<file path="src/rtl/fxdiv_pkg.sv">
// rtl/fxdiv_pkg.sv - shared types and sizing/saturation helpers for the fixed-point divider
package fxdiv_pkg;

    typedef enum logic [2:0] {
        ST_IDLE,
        ST_INIT,
        ST_CALC,
        ST_FIX,
        ST_DONE
    } state_t;

    function automatic int iter_of(input int width, input int frac);
        return width + frac;
    endfunction

    function automatic int cnt_w_of(input int iter);
        return (iter > 1) ? $clog2(iter) : 1;
    endfunction

    function automatic logic [63:0] sat_max(input int width, input logic sgn);
        return sgn ? ((64'd1 << (width - 1)) - 64'd1) : ((64'd1 << width) - 64'd1);
    endfunction

    // Signed minimum as a magnitude; it equals the two's-complement pattern in width bits.
    function automatic logic [63:0] sat_min(input int width, input logic sgn);
        return sgn ? (64'd1 << (width - 1)) : 64'd0;
    endfunction

endpackage

</file>
<file path="src/rtl/fxdiv_iter_cnt.sv">
// rtl/fxdiv_iter_cnt.sv - iteration counter with clear, enable and carry-out on the last count
module fxdiv_iter_cnt
    import fxdiv_pkg::*;
#(
    parameter int ITER = 14
) (
    input  logic clk,
    input  logic rst,
    input  logic clr,
    input  logic en,
    output logic co
);

    localparam int CW = cnt_w_of(ITER);
    localparam logic [CW-1:0] LAST = CW'(ITER - 1);

    logic [CW-1:0] cnt;

    always_ff @(posedge clk) begin
        if (rst || clr) begin
            cnt <= '0;
        end else if (en) begin
            cnt <= cnt + CW'(1);
        end
    end

    assign co = en && (cnt == LAST);

endmodule

</file>
<file path="src/rtl/fixed_point_divider_param.sv">
// rtl/fixed_point_divider_param.sv - sequential restoring fixed-point divider, one quotient bit per clock
module fixed_point_divider_param
    import fxdiv_pkg::*;
#(
    parameter int WIDTH     = 10,
    parameter int FRAC_BITS = 4
) (
    input  logic             clk,
    input  logic             rst,
    input  logic             ld_a,
    input  logic             ld_b,
    input  logic [WIDTH-1:0] a_in,
    input  logic [WIDTH-1:0] b_in,
    input  logic             signed_mode,
    input  logic             start,
    output logic             busy,
    output logic             done,
    output logic [WIDTH-1:0] q_out,
    output logic [WIDTH-1:0] rem_out,
    output logic             ov,
    output logic             dvz,
    output logic             cnt_co
);

    localparam int ITER = iter_of(WIDTH, FRAC_BITS);

    localparam logic [63:0] U_MAX64 = sat_max(WIDTH, 1'b0);
    localparam logic [63:0] S_MAX64 = sat_max(WIDTH, 1'b1);
    localparam logic [63:0] S_MIN64 = sat_min(WIDTH, 1'b1);

    localparam logic [WIDTH-1:0] U_MAX = U_MAX64[WIDTH-1:0];
    localparam logic [WIDTH-1:0] S_MAX = S_MAX64[WIDTH-1:0];
    localparam logic [WIDTH-1:0] S_MIN = S_MIN64[WIDTH-1:0];
    localparam logic [ITER-1:0]  U_LIM = U_MAX64[ITER-1:0];
    localparam logic [ITER-1:0]  S_POS_LIM = S_MAX64[ITER-1:0];
    localparam logic [ITER-1:0]  S_NEG_LIM = S_MIN64[ITER-1:0];

    state_t state, state_nx;

    logic [WIDTH-1:0] a_reg, b_reg;
    logic             sm_r, neg_q_r, neg_a_r;
    logic [WIDTH-1:0] b_mag_r, rem_r;
    logic [ITER-1:0]  num_r, quo_r;

    logic             accept, a_neg, b_neg, b_zero;
    logic [WIDTH-1:0] a_mag, b_mag;
    logic [WIDTH:0]   rem_sh;
    logic [WIDTH+1:0] trial;
    logic             trial_ok;
    logic             unused_trial_bit;
    logic [WIDTH-1:0] q_fix, r_fix, q_dvz;
    logic             ov_fix;
    logic             cnt_clr, cnt_en, cnt_last;

    assign accept = (state == ST_IDLE) || (state == ST_DONE);

    assign a_neg  = sm_r && a_reg[WIDTH-1];
    assign b_neg  = sm_r && b_reg[WIDTH-1];
    assign a_mag  = a_neg ? -a_reg : a_reg;
    assign b_mag  = b_neg ? -b_reg : b_reg;
    assign b_zero = (b_reg == '0);

    // Partial remainder stays below |B|, so the shifted value needs one extra bit and the trial one more for borrow.
    assign rem_sh   = {rem_r, num_r[ITER-1]};
    assign trial    = {1'b0, rem_sh} - {2'b00, b_mag_r};
    assign trial_ok = ~trial[WIDTH+1];
    assign unused_trial_bit = trial[WIDTH];

    always_comb begin
        q_dvz = U_MAX;
        if (sm_r) begin
            if (a_reg == '0) begin
                q_dvz = '0;
            end else if (a_reg[WIDTH-1]) begin
                q_dvz = S_MIN;
            end else begin
                q_dvz = S_MAX;
            end
        end
    end

    always_comb begin
        ov_fix = 1'b0;
        q_fix  = quo_r[WIDTH-1:0];
        r_fix  = neg_a_r ? -rem_r : rem_r;
        if (!sm_r) begin
            if (quo_r > U_LIM) begin
                ov_fix = 1'b1;
                q_fix  = U_MAX;
            end
        end else if (!neg_q_r) begin
            if (quo_r > S_POS_LIM) begin
                ov_fix = 1'b1;
                q_fix  = S_MAX;
            end
        end else begin
            if (quo_r > S_NEG_LIM) begin
                ov_fix = 1'b1;
                q_fix  = S_MIN;
            end else begin
                q_fix = -quo_r[WIDTH-1:0];
            end
        end
    end

    always_ff @(posedge clk) begin
        if (rst) begin
            state <= ST_IDLE;
        end else begin
            state <= state_nx;
        end
    end

    always_comb begin
        state_nx = state;
        busy     = 1'b0;
        done     = 1'b0;
        cnt_clr  = 1'b0;
        cnt_en   = 1'b0;
        case (state)
            ST_IDLE: begin
                if (start) state_nx = ST_INIT;
            end
            ST_INIT: begin
                busy     = 1'b1;
                cnt_clr  = 1'b1;
                state_nx = b_zero ? ST_DONE : ST_CALC;
            end
            ST_CALC: begin
                busy   = 1'b1;
                cnt_en = 1'b1;
                if (cnt_last) state_nx = ST_FIX;
            end
            ST_FIX: begin
                busy     = 1'b1;
                state_nx = ST_DONE;
            end
            ST_DONE: begin
                done     = 1'b1;
                state_nx = start ? ST_INIT : ST_IDLE;
            end
            default: state_nx = ST_IDLE;
        endcase
    end

    assign cnt_co = cnt_last;

    fxdiv_iter_cnt #(
        .ITER(ITER)
    ) u_iter_cnt (
        .clk(clk),
        .rst(rst),
        .clr(cnt_clr),
        .en (cnt_en),
        .co (cnt_last)
    );

    always_ff @(posedge clk) begin
        if (rst) begin
            a_reg   <= '0;
            b_reg   <= '0;
            sm_r    <= 1'b0;
            neg_q_r <= 1'b0;
            neg_a_r <= 1'b0;
            b_mag_r <= '0;
            rem_r   <= '0;
            num_r   <= '0;
            quo_r   <= '0;
            q_out   <= '0;
            rem_out <= '0;
            ov      <= 1'b0;
            dvz     <= 1'b0;
        end else begin
            if (accept) begin
                if (ld_a) a_reg <= a_in;
                if (ld_b) b_reg <= b_in;
                if (start) begin
                    sm_r <= signed_mode;
                    ov   <= 1'b0;
                    dvz  <= 1'b0;
                end
            end
            case (state)
                ST_INIT: begin
                    if (b_zero) begin
                        dvz     <= 1'b1;
                        ov      <= 1'b0;
                        q_out   <= q_dvz;
                        rem_out <= '0;
                    end else begin
                        num_r   <= ITER'(a_mag) << FRAC_BITS;
                        b_mag_r <= b_mag;
                        rem_r   <= '0;
                        quo_r   <= '0;
                        neg_q_r <= a_neg ^ b_neg;
                        neg_a_r <= a_neg;
                    end
                end
                ST_CALC: begin
                    num_r <= num_r << 1;
                    rem_r <= trial_ok ? trial[WIDTH-1:0] : rem_sh[WIDTH-1:0];
                    quo_r <= {quo_r[ITER-2:0], trial_ok};
                end
                ST_FIX: begin
                    q_out   <= q_fix;
                    rem_out <= r_fix;
                    ov      <= ov_fix;
                end
                default: ;
            endcase
        end
    end

endmodule

</file>
<file path="config.mk">
export PLATFORM = sky130hd
export DESIGN_NAME = fixed_point_divider_param
export DESIGN_NICKNAME = d
export VERILOG_FILES = /design/src/rtl/fxdiv_pkg.sv /design/src/rtl/fxdiv_iter_cnt.sv /design/src/rtl/fixed_point_divider_param.sv
export SDC_FILE = /design/constraint.sdc
export NUM_CORES = 1
export LEC_CHECK = 0
export CORE_MARGIN = 2
export CORE_UTILIZATION = 54
export DETAILED_ROUTE_END_ITERATION = 8
export GPL_ROUTABILITY_DRIVEN = 0
export HOLD_SLACK_MARGIN = 0.1
export PLACE_DENSITY = 0.81
export SYNTH_ARGS = -nofsm -noshare
export SYNTH_HDL_FRONTEND = slang
export SYNTH_SLANG_ARGS = --single-unit
</file>
<file path="constraint.sdc">
create_clock -name clk -period 5.15 [get_ports clk]
set_input_delay 1.03 -clock clk [delete_from_list [all_inputs] [get_ports clk]]
set_output_delay 1.03 -clock clk [all_outputs]
set_load 0.02 [all_outputs]
</file>
======== After elaboration in Yosys (flattened, before gate mapping) ========
Index checks and enable logic that the tools add are counted.
Widths: inputs -> output; s select.
word-level totals
  register bits ........................... 100
  output and inout port bits .............. 25
  word-level logic and storage cells ...... 98
cells by class
  add/sub/neg operators ................... 6
  order comparisons ....................... 3
  equality and inequality tests ........... 9
  mux-type cells .......................... 44
  bitwise operators ....................... 3
  reduce and logical (&&, ||, !) cells .... 18
operators by type and width
  kind                  count
  $mux 10               15
  $pmux 10 s2           3
  $pmux 14 s2           2
  $neg 10->10           4
  $gt 14x10->1 const B  2
  $mux 14               2
  $logic_not 10->1      2
  $mux 1                17
  $pmux 3 s5            1
  $gt 14x9->1 const B   1
  $reduce_and 2->1      7
  $sub 11x10->12        1
  $mux 3                3
  $ne 2x2->1 const B    4
  $eq 3x2->1 const B    2
  $add 4x1->4 const B   1
  $eq 4x4->1 const B    1
  $reduce_bool 2->1     2
  $eq 3x1->1 const B    1
  $eq 3x3->1 const B    1
  $logic_and 1x1->1     3
  $logic_not 3->1       1
  $reduce_or 3->1       1
  $logic_or 1x1->1      2
  other kinds (3)       4

======== Logic depth before layout (Yosys ltp) ========
  depth after elaboration ................. 5
  depth in mapped cells ................... 10

======== Cells and area by module ========
From an unflattened synthesis, not the netlist that was laid out.
unflattened totals
  cells, all modules ...................... 644
  area, all modules ....................... 5094.9 sq um
by module, submodules not included
  module                     times used  cells each  area an instance (sq um)  sequential area each (sq um)
  fixed_point_divider_param  1           625         4893.4                    1841.8
  fxdiv_iter_cnt             1           19          201.4                     80.1

======== Least setup slack after synthesis ========
No wires, ideal clock.
  path type ............................... reg-to-output
  start point ............................. reg state[2]
  end point ............................... out cnt_co
  data arrival time ....................... 1708 ps
  path slack .............................. 2412 ps
  stages on the path, launching flop included .. 7
  path through ............................ dfxtp_1 clkbuf_1 or3b_2 clkbuf_1 clkbuf_1 or2_2 inv_1
between the ends
  word-level cells in the longest chain between the ends .. 3
ends and longest elaborated chain
  what                      RTL line                          RTL
  start: declaration        fixed_point_divider_param.sv:38   state_t state, state_nx;
  start signal: assignment  fixed_point_divider_param.sv:110  state <= state_nx;
  $eq 3x2->1                fixed_point_divider_param.sv:120  case (state)
  $mux 1                    fixed_point_divider_param.sv:120
  $logic_and 1x1->1         fxdiv_iter_cnt.sv:27              assign co = en && (cnt == LAST);
  end: declaration          fixed_point_divider_param.sv:22   output logic cnt_co
Every way passes these cells.

======== Worst setup path after layout ========
  start point ............................. reg state[1]
  end point ............................... out cnt_co
The elaborated chain is that of the path after synthesis.

==> results by group <==
Outcome
  • Status: complete, no violations

CTS
  • TritonCTS clock tree: done
  • Postcts setup bufs: 0
  • Root buf cell: clkbuf_8
  • Post-CTS Hold Fix Bufs: 0
  • Cts repair resizes: 0
  • Clock transition at path regs: 90 ps
  • Worst skew pair latency: 370 ps
  • H-tree depth: 3
  • Number of clock sinks: 96
  • TritonCTS Buffers: 9
  • Longest Clk Path Bufs: 2

Critical path
  • CP required: 4120 ps
  • Setup CP Type: reg2out
  • CP startpoint: state[1]$_SDFFE_PP0P_
  • Critical path's largest stage delay: 720 ps
  • Reg2reg start: b_reg[0]$_SDFFE_PP0P_
  • CP delay by family, top: simple AND/OR/NAND/NOR gates
  • Crit path max-delay cell type: or3b_2
  • Maximum net fanout on the critical path: 26
  • Bufs and invs on worst path: 2
  • Critical path cell sequence: or3b_2 -> or2_2 -> inv_1 -> clkdlybuf4s50_1
  • Worst setup EP type: output port
  • Crit path arrival time: 2550 ps
  • Critical Path Source Type: register

Placed design
  • DP HPWL: between 8 and 9 mm
  • IO buf count: 50

Final layout
  • Final core utilization: between 60% and 70%
  • Nets: ~730
  • Antenna Cells: 0
  • Most flops, register: quo_r
  • Max reg flops: 14
  • Fillers: 802
  • Proportion of layout cells with a drive suffix above 1: under 10%
  • Area delta synth->final: 13.9%

Detailed routing
  • Routed Wire Length: roughly 12 mm
  • Remaining DRCs: 0
  • Post-DR wirelength/cell: 15.0 µm
  • Vias per cell: 5.76
  • Via count: roughly 4.7k
  • DRT Pass-1 Iters: 5
  • Post-route ant nets: 0
  • DR iter-0 viols: 308

GRT
  • Gr usage total: between 20% and 30%
  • Initial antenna violation count: 0
  • Via count of the first global-routing pass: 4391
  • Largest net degree at the start of global routing: 47
  • Grt ovf: 0
  • First-pass GRT wire length: 20.5 mm

Logic synthesis
  • Sequential area share after synthesis: 37.0%
  • Synth Instances: around 660
  • Synth Area in Adders: 4.24%
  • Synth Area in XOR/XNOR: under 10%
  • Largest family of logic cells by synthesized area: simple AND/OR/NAND/NOR gates
  • Mean post-synth cell area: 7.84 µm²
  • Net count after synthesis: 706
  • Post-synthesis instance area: 5200 µm²
  • Post-synth ARST share: 0%
  • Synth Area in Simple Gates: between 20% and 30%
  • Synth warn: 0
  • Most used DFF post-synth: dfxtp_1
  • EDFF count, synth: 0
  • Mux share of post-synthesis cell area: between 2 and 2.5%
  • #FFs+latches synth: 96
  • Synth Area in Compound Gates: 21.8%
  • Netlist cell types: 68

Hold path
  • Hold Crit Class: reg2reg
  • HP Start: num_r[11]$_SDFFE_PP0P_

Floorplan
  • Die height: 102 µm
  • Initial core utilization: 56.0%
  • I/O pins: 51
  • Die width: 102 µm
  • Row Count: 35
  • Die area: roughly 10000 µm²
  • Core area: 9280 µm²

STA
  • Worst rel slew slack: between 40% and 50%
  • Final Hold Fails: 0
  • Clock skew: ~9.5 ps
  • Minimum clock period: ~3600 ps
  • Setup TNS: 0 ps
  • Fin crit share: 69.6%
  • Max Transition Viols Final: 0
  • Worst Max-Slew Pin Slew: 817 ps
  • RSZ-0062 raised after global routing: false
  • Finish-stage setup viols: 0
  • Fmax: 279 MHz

Pwr
  • Static leakage: around 0.0021 µW
  • Peak VDD IR: 0.166 mV
  • Overall Power: 1650 µW
  • Pwr Density: between 200 and 300 nW/µm²

Run
  • Max-cap violations: 0
## path summary, 6_finish.rpt
kind / slack, ps / cells past startpoint / end
worst max-delay path: 1570 / 4 / cnt_co
worst max register to register: 2340 / 8 / q_out[7]$_SDFFE_PP0P_
worst min register to register: 460 / 2 / num_r[12]$_SDFFE_PP0P_
worst min-delay path: 460 / 2 / num_r[12]$_SDFFE_PP0P_
## metal layers
layer	up-vias	part of all wire [%]	GRT usage, %
met5	-	0	0
met4	0	2.9	11.1
met3	26	4.4	4.04
met2	117	47	40.8
met1	2217	45	31.8
li1	2373	-	-
## worst reg2reg max path, delay by kind of cell, from the launching register on
kind,cells,cell delay (ps)
DFF,1,350
and+or+nand+nor,3,1530
AOI/OAI and AO/OA,3,560
adders and majority gates,1,170
buffers and inverters,1,70
## cell usage in the layout (no fill, tap or decap), types with 3 or more instances in the layout
cell / count
a2111oi_0: 6
a211o_1: 4
a211oi_1: 12
a21boi_0: 3
a21o_1: 5
a21oi_1: 66
a22oi_1: 5
a31oi_1: 6
and2_1: 5
buf_4: 5
clkbuf_8: 11
clkdlybuf4s50_1: 49
dfxtp_1: 96
ha_1: 16
inv_1: 26
mux2i_1: 9
nand2_1: 108
nand2b_1: 4
nand3_1: 31
nor2_1: 73
nor3_1: 13
nor4_1: 6
o2111ai_1: 3
o211ai_1: 6
o21ai_0: 16
o31ai_1: 6
or2_2: 4
or3_1: 5
or4_1: 4
xnor2_1: 23
xor2_1: 9
## cells by family (layout without fill, tap and decap cells)
group | count (synthesis) | after routing
and+or+nand+nor | 271 | 271
adders and majority gates | 17 | 17
AOI/OAI and AO/OA | 168 | 168
muxes | 11 | 11
xor gates and xnor gates | 32 | 32
buffers and inverters | 68 | 97
DFF | 96 | 96
## cell type report
cell class              count  area [µm²]  share of cell area (%)
multi-input cells         499        3000                    50.6
flip-flops and latches     96        1920                    32.5
repair buffers             55         533                    9.00
well taps                 129         161                    2.73
clock buffers              11         151                    2.56
inverters                  27         101                    1.71
clock inverters             4        53.8                   0.909
## report_power, final
part / total (µW) / internal [µW] / leakage (µW) / switching, µW
registers: 807 / 776 / 0.000780 / 30.5
logic: 333 / 144 / 0.00126 / 189
clock network: 514 / 249 / 0.0000976 / 265
total: 1650 / 1170 / 0.00214 / 484
## stage by stage
| step | std cells | hold WS, ps | instance area, µm² | setup slack, ps |
|---|---|---|---|---|
| 2_1_floorplan | 663 | 432 | 5200 | 2410 |
| 3_3_place_gp | 806 | 442 | 5720 | 2010 |
| 3_5_place_dp | 806 | 446 | 5720 | 1980 |
| 4_1_cts | 821 | 467 | 5920 | 1570 |
| 5_1_grt | 821 | 483 | 5920 | 1510 |
| 6_report | 821 | 455 | 5920 | 1570 |
## cell usage after synthesis (9+ instances only)
cell / instances / share of area, %
nand2_1: 108 / 7.8
dfxtp_1: 96 / 37
nor2_1: 73 / 5.3
a21oi_1: 66 / 6.4
clkbuf_1: 34 / 2.5
nand3_1: 31 / 3.0
inv_1: 26 / 1.9
xnor2_1: 23 / 3.9
ha_1: 16 / 3.9
o21ai_0: 16 / 1.5
nor3_1: 13 / 1.3
a211oi_1: 12 / 1.7
mux2i_1: 9 / 1.7
xor2_1: 9 / 1.5
No activity file was read; power rests on OpenSTA's default activity.
==> variant 1, RTL diff (same settings) <==
Put a register stage on the output `done`, cleared by the reset. The value now appears one clock later. The other outputs are not delayed to match.
--- a/src/rtl/fixed_point_divider_param.sv
+++ b/src/rtl/fixed_point_divider_param.sv
@@ -35,6 +35,8 @@
     localparam logic [ITER-1:0]  S_POS_LIM = S_MAX64[ITER-1:0];
     localparam logic [ITER-1:0]  S_NEG_LIM = S_MIN64[ITER-1:0];
 
+    logic done_d;
+
     state_t state, state_nx;
 
     logic [WIDTH-1:0] a_reg, b_reg;
@@ -114,7 +116,7 @@
     always_comb begin
         state_nx = state;
         busy     = 1'b0;
-        done     = 1'b0;
+        done_d   = 1'b0;
         cnt_clr  = 1'b0;
         cnt_en   = 1'b0;
         case (state)
@@ -136,7 +138,7 @@
                 state_nx = ST_DONE;
             end
             ST_DONE: begin
-                done     = 1'b1;
+                done_d   = 1'b1;
                 state_nx = start ? ST_INIT : ST_IDLE;
             end
             default: state_nx = ST_IDLE;
@@ -211,5 +213,13 @@
         end
     end
 
+    always_ff @(posedge clk) begin
+        if (rst) begin
+            done <= '0;
+        end else begin
+            done <= done_d;
+        end
+    end
+
 endmodule
 
Behaviour: not the same (Yosys sat finds a counterexample within 4 cycles, from zero or initial values and one cycle with rst high).
==> variant 1 against the unedited design <==
- area after synthesis fell by 0.60%
- synthesized cell count fell by 2.1%
- count of clock-buffer cells in the layout fell by 1
- worst setup slack got worse by 0.096 ns
- via count rose by 0.34%
- sequential cell count rose by 1
- highest routed layer unchanged
- total power fell by 4.6%
- final area fell by 1.0%
- routed wire length rose by 0.66%
==> variant 1: results (changes against the unedited design) <==
| Metric | Value |
|---|---|
| Outcome | finished clean (unchanged) |
| Synth top cells by count | nand2_1 (99), dfxtp_1 (97), a21oi_1 (68) (was nand2_1 (108), dfxtp_1 (96), nor2_1 (73)) |
| Syn Inst Count | 649 (was 663) |
| Peak VDD IR | 0.158 mV (was 0.166 mV) |
| Initial drt markers | 227 (was 308) |
| Worst path max stage delay | 0.77 ns (was 0.72 ns) |
| Met1 global-route usage | 0.316 (was 0.318) |
| Top post-synthesis cells by area | dfxtp_1 (38%), nand2_1 (7.2%), a21oi_1 (6.6%) (was dfxtp_1 (37%), nand2_1 (7.8%), a21oi_1 (6.4%)) |
| #MultiIn Comb | 490 (was 499) |
| Multi-input combinational area share | 0.508 (was 0.506) |
| Final Hold Slack | 0.464 ns (was 0.455 ns) |
| WL met1 | 5660 um (was 5580 um) |
| Number of distinct library cells after synthesis | 72 (was 68) |
| Worst clock skew | 0.0191 ns (was 0.00954 ns) |
| Non-CTS buffers | 53 (was 55) |
| Pin count of the biggest net entering global routing | 50 (was 47) |
| Vias in the first global route | 4414 (was 4391) |
| WL met2 | 6110 um (was 5800 um) |
| Total track usage | 0.244 (was 0.247) |
| HPWL Detailed | 8730 um (was 8950 um) |
| Routed via count | 4749 (was 4733) |
| NonClk Buf Share | 0.0884 (was 0.0900) |
| Fill cell count | 796 (was 802) |
| Slowest cell on the critical path | or3b_1 (was or3b_2) |
| End of the worst hold path | q_out[0] (was num_r[12]) |
| Register area share after synthesis | 0.376 (was 0.370) |
| P_leak | 2.13 nW (was 2.14 nW) |
| Worst R2R Setup Slack | 2.48 ns (was 2.34 ns) |
| Worst-Margin Slew | 0.940 ns (was 0.817 ns) |
| Worst r2r path cells | 6 (was 8) |
| Grt met2 use | 0.420 (was 0.408) |
| CP Data Arrival Time | 2.65 ns (was 2.55 ns) |
| Final-layout clock buffer total | 10 (was 11) |
| Seq/total area | 0.331 (was 0.325) |
-- variant 1: changes by cell type after synthesis, moves of 5 or more --
cell,change
clkbuf_1,-11
nand2_1,-9
nand2b_1,+5
o32ai_1,+5
o21ai_0,+9
nor2_1,-9
buf_1,+5
a22oi_1,+6
-- variant 1: worst max path at each step --
stage,slack [ns],endpoint
after detailed placement,1.86,cnt_co
final,1.47,cnt_co
after floorplan,2.50,cnt_co
after global placement,1.89,cnt_co
after CTS,1.47,cnt_co
after global routing,1.38,cnt_co
-- variant 1: cell families after synthesis --
family,count (synthesis),synth area share
AND/OR/NAND/NOR,259,0.243
AO/OA/AOI/OAI,176,0.224
flip-flops,97,0.376
buffers and inverters,62,0.0492
XOR/XNOR,32,0.0543
adder cells (fa/ha/maj),17,0.0426
multiplexers,6,0.0116
-- variant 1: where the power goes --
group | internal, mW | leakage [nW] | switching, mW
Clock | 0.177 | 0.0827 | 0.276
Combinational | 0.133 | 1.25 | 0.173
Sequential | 0.784 | 0.788 | 0.0349
==> variant 2, RTL diff (same settings) <==
Without the edit above. Set the parameter `FRAC_BITS` to 5 (it was 4).
--- a/src/rtl/fixed_point_divider_param.sv
+++ b/src/rtl/fixed_point_divider_param.sv
@@ -3,7 +3,7 @@
     import fxdiv_pkg::*;
 #(
     parameter int WIDTH     = 10,
-    parameter int FRAC_BITS = 4
+    parameter int FRAC_BITS = 5
 ) (
     input  logic             clk,
     input  logic             rst,
Check against the original RTL: no difference found for any inputs over 10 cycles, from zero or initial values and one cycle with rst high; that may be too few to reach the edited logic, so the function may still have changed.
==> variant 2 against the unedited design <==
- routed wire length is 4.7% lower
- highest routed layer unchanged
- total power is 3.7% lower
- count of clock-buffer cells in the layout is 3 higher
- area after synthesis is 0.43% higher
- die area is 0.41% higher
- worst setup slack better by 0.0020 ns
- combinational power is 3% lower
- final area is 0.17% lower
- cell count is 0.12% higher
- via count is 1.3% lower
- clock skew is 0.0036 ns higher
- sequential cell count is 1 higher
==> variant 2: results (changes against the unedited design) <==
| Metric | Value |
|---|---|
| Top post-synthesis cells by area | dfxtp_1 (37%), nand2_1 (6.8%), a21oi_1 (6.2%) (was dfxtp_1 (37%), nand2_1 (7.8%), a21oi_1 (6.4%)) |
| Min-delay src | num_r[10] (was num_r[11]) |
| Post-layout nets | 732 (was 731) |
| Peak VDD IR | 0.140 mV (was 0.166 mV) |
| Outcome | finished clean (unchanged) |
| Root Driver | clkbuf_8 (unchanged) |
| Register area share after synthesis | 0.372 (was 0.370) |
| Worst clock skew | 0.0131 ns (was 0.00954 ns) |
| Worst-Margin Slew | 0.968 ns (was 0.817 ns) |
| Top reg by flops | quo_r (unchanged) |
| Area after DPL | 5740 um^2 (was 5720 um^2) |
| Number of distinct library cells after synthesis | 67 (was 68) |
| Worst R2R Setup Slack | 2.40 ns (was 2.34 ns) |
| Worst R2R End | q_out[1] (was q_out[7]) |
| Initial drt markers | 301 (was 308) |
| Total track usage | 0.234 (was 0.247) |
| Global-route wire length before repair | 20000 um (was 20500 um) |
| P_leak | 2.17 nW (was 2.14 nW) |
| Worst hold path cell count | 2 (unchanged) |
| Vias in the first global route | 4434 (was 4391) |
| Delay-heaviest family, CP | simple AND/OR/NAND/NOR gates (unchanged) |
| Worst path max stage delay | 0.73 ns |
| Post-cts resize count | 0 (unchanged) |
| Largest register FFs | 15 (was 14) |
| Routed via count | 4673 (was 4733) |
| Synth top cells by count | dfxtp_1 (97), nand2_1 (94), nor2_1 (76) (was nand2_1 (108), dfxtp_1 (96), nor2_1 (73)) |
| Worst r2r path cells | 6 (was 8) |
| Layout cells sized above 1 | 0.0519 (was 0.0607) |
| HPWL Detailed | 8420 um (was 8950 um) |
| Syn Nets | 709 (was 706) |
| Fill cell count | 817 (was 802) |
| Crit path max fanout | 27 (was 26) |
| Pin count of the biggest net entering global routing | 55 (was 47) |
| End of the worst hold path | num_r[11] (was num_r[12]) |
| Reg-to-reg startpoint | state[0] (was b_reg[0]) |
| Avg WL per Cell | 14.2 um (was 15.0 um) |
| Ys async rst share | 0 (unchanged) |
| Cell-internal power | 1.13 mW (was 1.17 mW) |
| Clock transition at the registers of the reported paths | 0.09 ns (about the same) |
-- variant 2: cell families (layout without fill, tap and decap cells) --
kind of cell	Yosys count	after routing	synth area share
muxes	11	11	0.0213
and+or+nand+nor	264	264	0.235
buffers and inverters	71	99	0.0544
adders and majority gates	18	18	0.0446
DFF	97	97	0.372
AOI/OAI and AO/OA	170	170	0.215
xor gates and xnor gates	34	34	0.0571
-- variant 2: worst max path at each step --
| stage | startpoint | end | slack (ns) | cells after the start |
|---|---|---|---|---|
| global placement | state[1] | cnt_co | 1.99 | 4 |
| CTS | state[1] | cnt_co | 1.57 | 4 |
| finish | state[1] | cnt_co | 1.57 | 4 |
| floorplan | state[2] | cnt_co | 2.59 | 5 |
| global route | state[1] | cnt_co | 1.48 | 4 |
| detailed placement | state[1] | cnt_co | 1.97 | 4 |
-- variant 2: per-stage QoR --
step | instances | setup WS [ns] | total power, mW | hold WS, ns
after global routing | 822 | 1.48 | 1.67 | 0.480
after CTS | 822 | 1.57 | 1.60 | 0.467
after global placement | 806 | 1.99 | 1.14 | 0.439
final | 822 | 1.57 | 1.59 | 0.464
after floorplan | 665 | 2.59 | 1.07 | 0.432
after detailed placement | 806 | 1.97 | 1.15 | 0.455
-- variant 2: final cells by class --
cell class              count  area [um^2]  area share
clock buffers              14          163      0.0275
clock inverters             2         12.5     0.00212
inverters                  29          109      0.0184
multi-input cells         497         3000       0.507
flip-flops and latches     97         1940       0.329
well taps                 129          161      0.0273
repair buffers             54          526      0.0889
-- variant 2: metal layers --
layer / up-vias / routed length [um] / global-route usage
met1: 2139 / 5330 / 0.293
li1: 2374 / - / -
met4: 0 / 197 / 0.0697
met2: 135 / 5620 / 0.411
met3: 25 / 561 / 0.0438
met5: - / 0 / 0
-- variant 2: power by group through the flow --
| stage | clock, mW | combinational (mW) | sequential (mW) |
|---|---|---|---|
| 6_report | 0.452 | 0.324 | 0.817 |
| 3_3_place_gp | 0 | 0.310 | 0.831 |
| 4_1_cts | 0.460 | 0.323 | 0.816 |
| 2_1_floorplan | 0 | 0.237 | 0.830 |
| 3_5_place_dp | 0 | 0.319 | 0.834 |
| 5_1_grt | 0.486 | 0.358 | 0.822 |
-- variant 2: tightest hold or removal path, stage by stage, from the launching register on --
cell and delay, ns:
dfxtp_1 0.32, nand2_1 0.05, a21oi_1 0.05
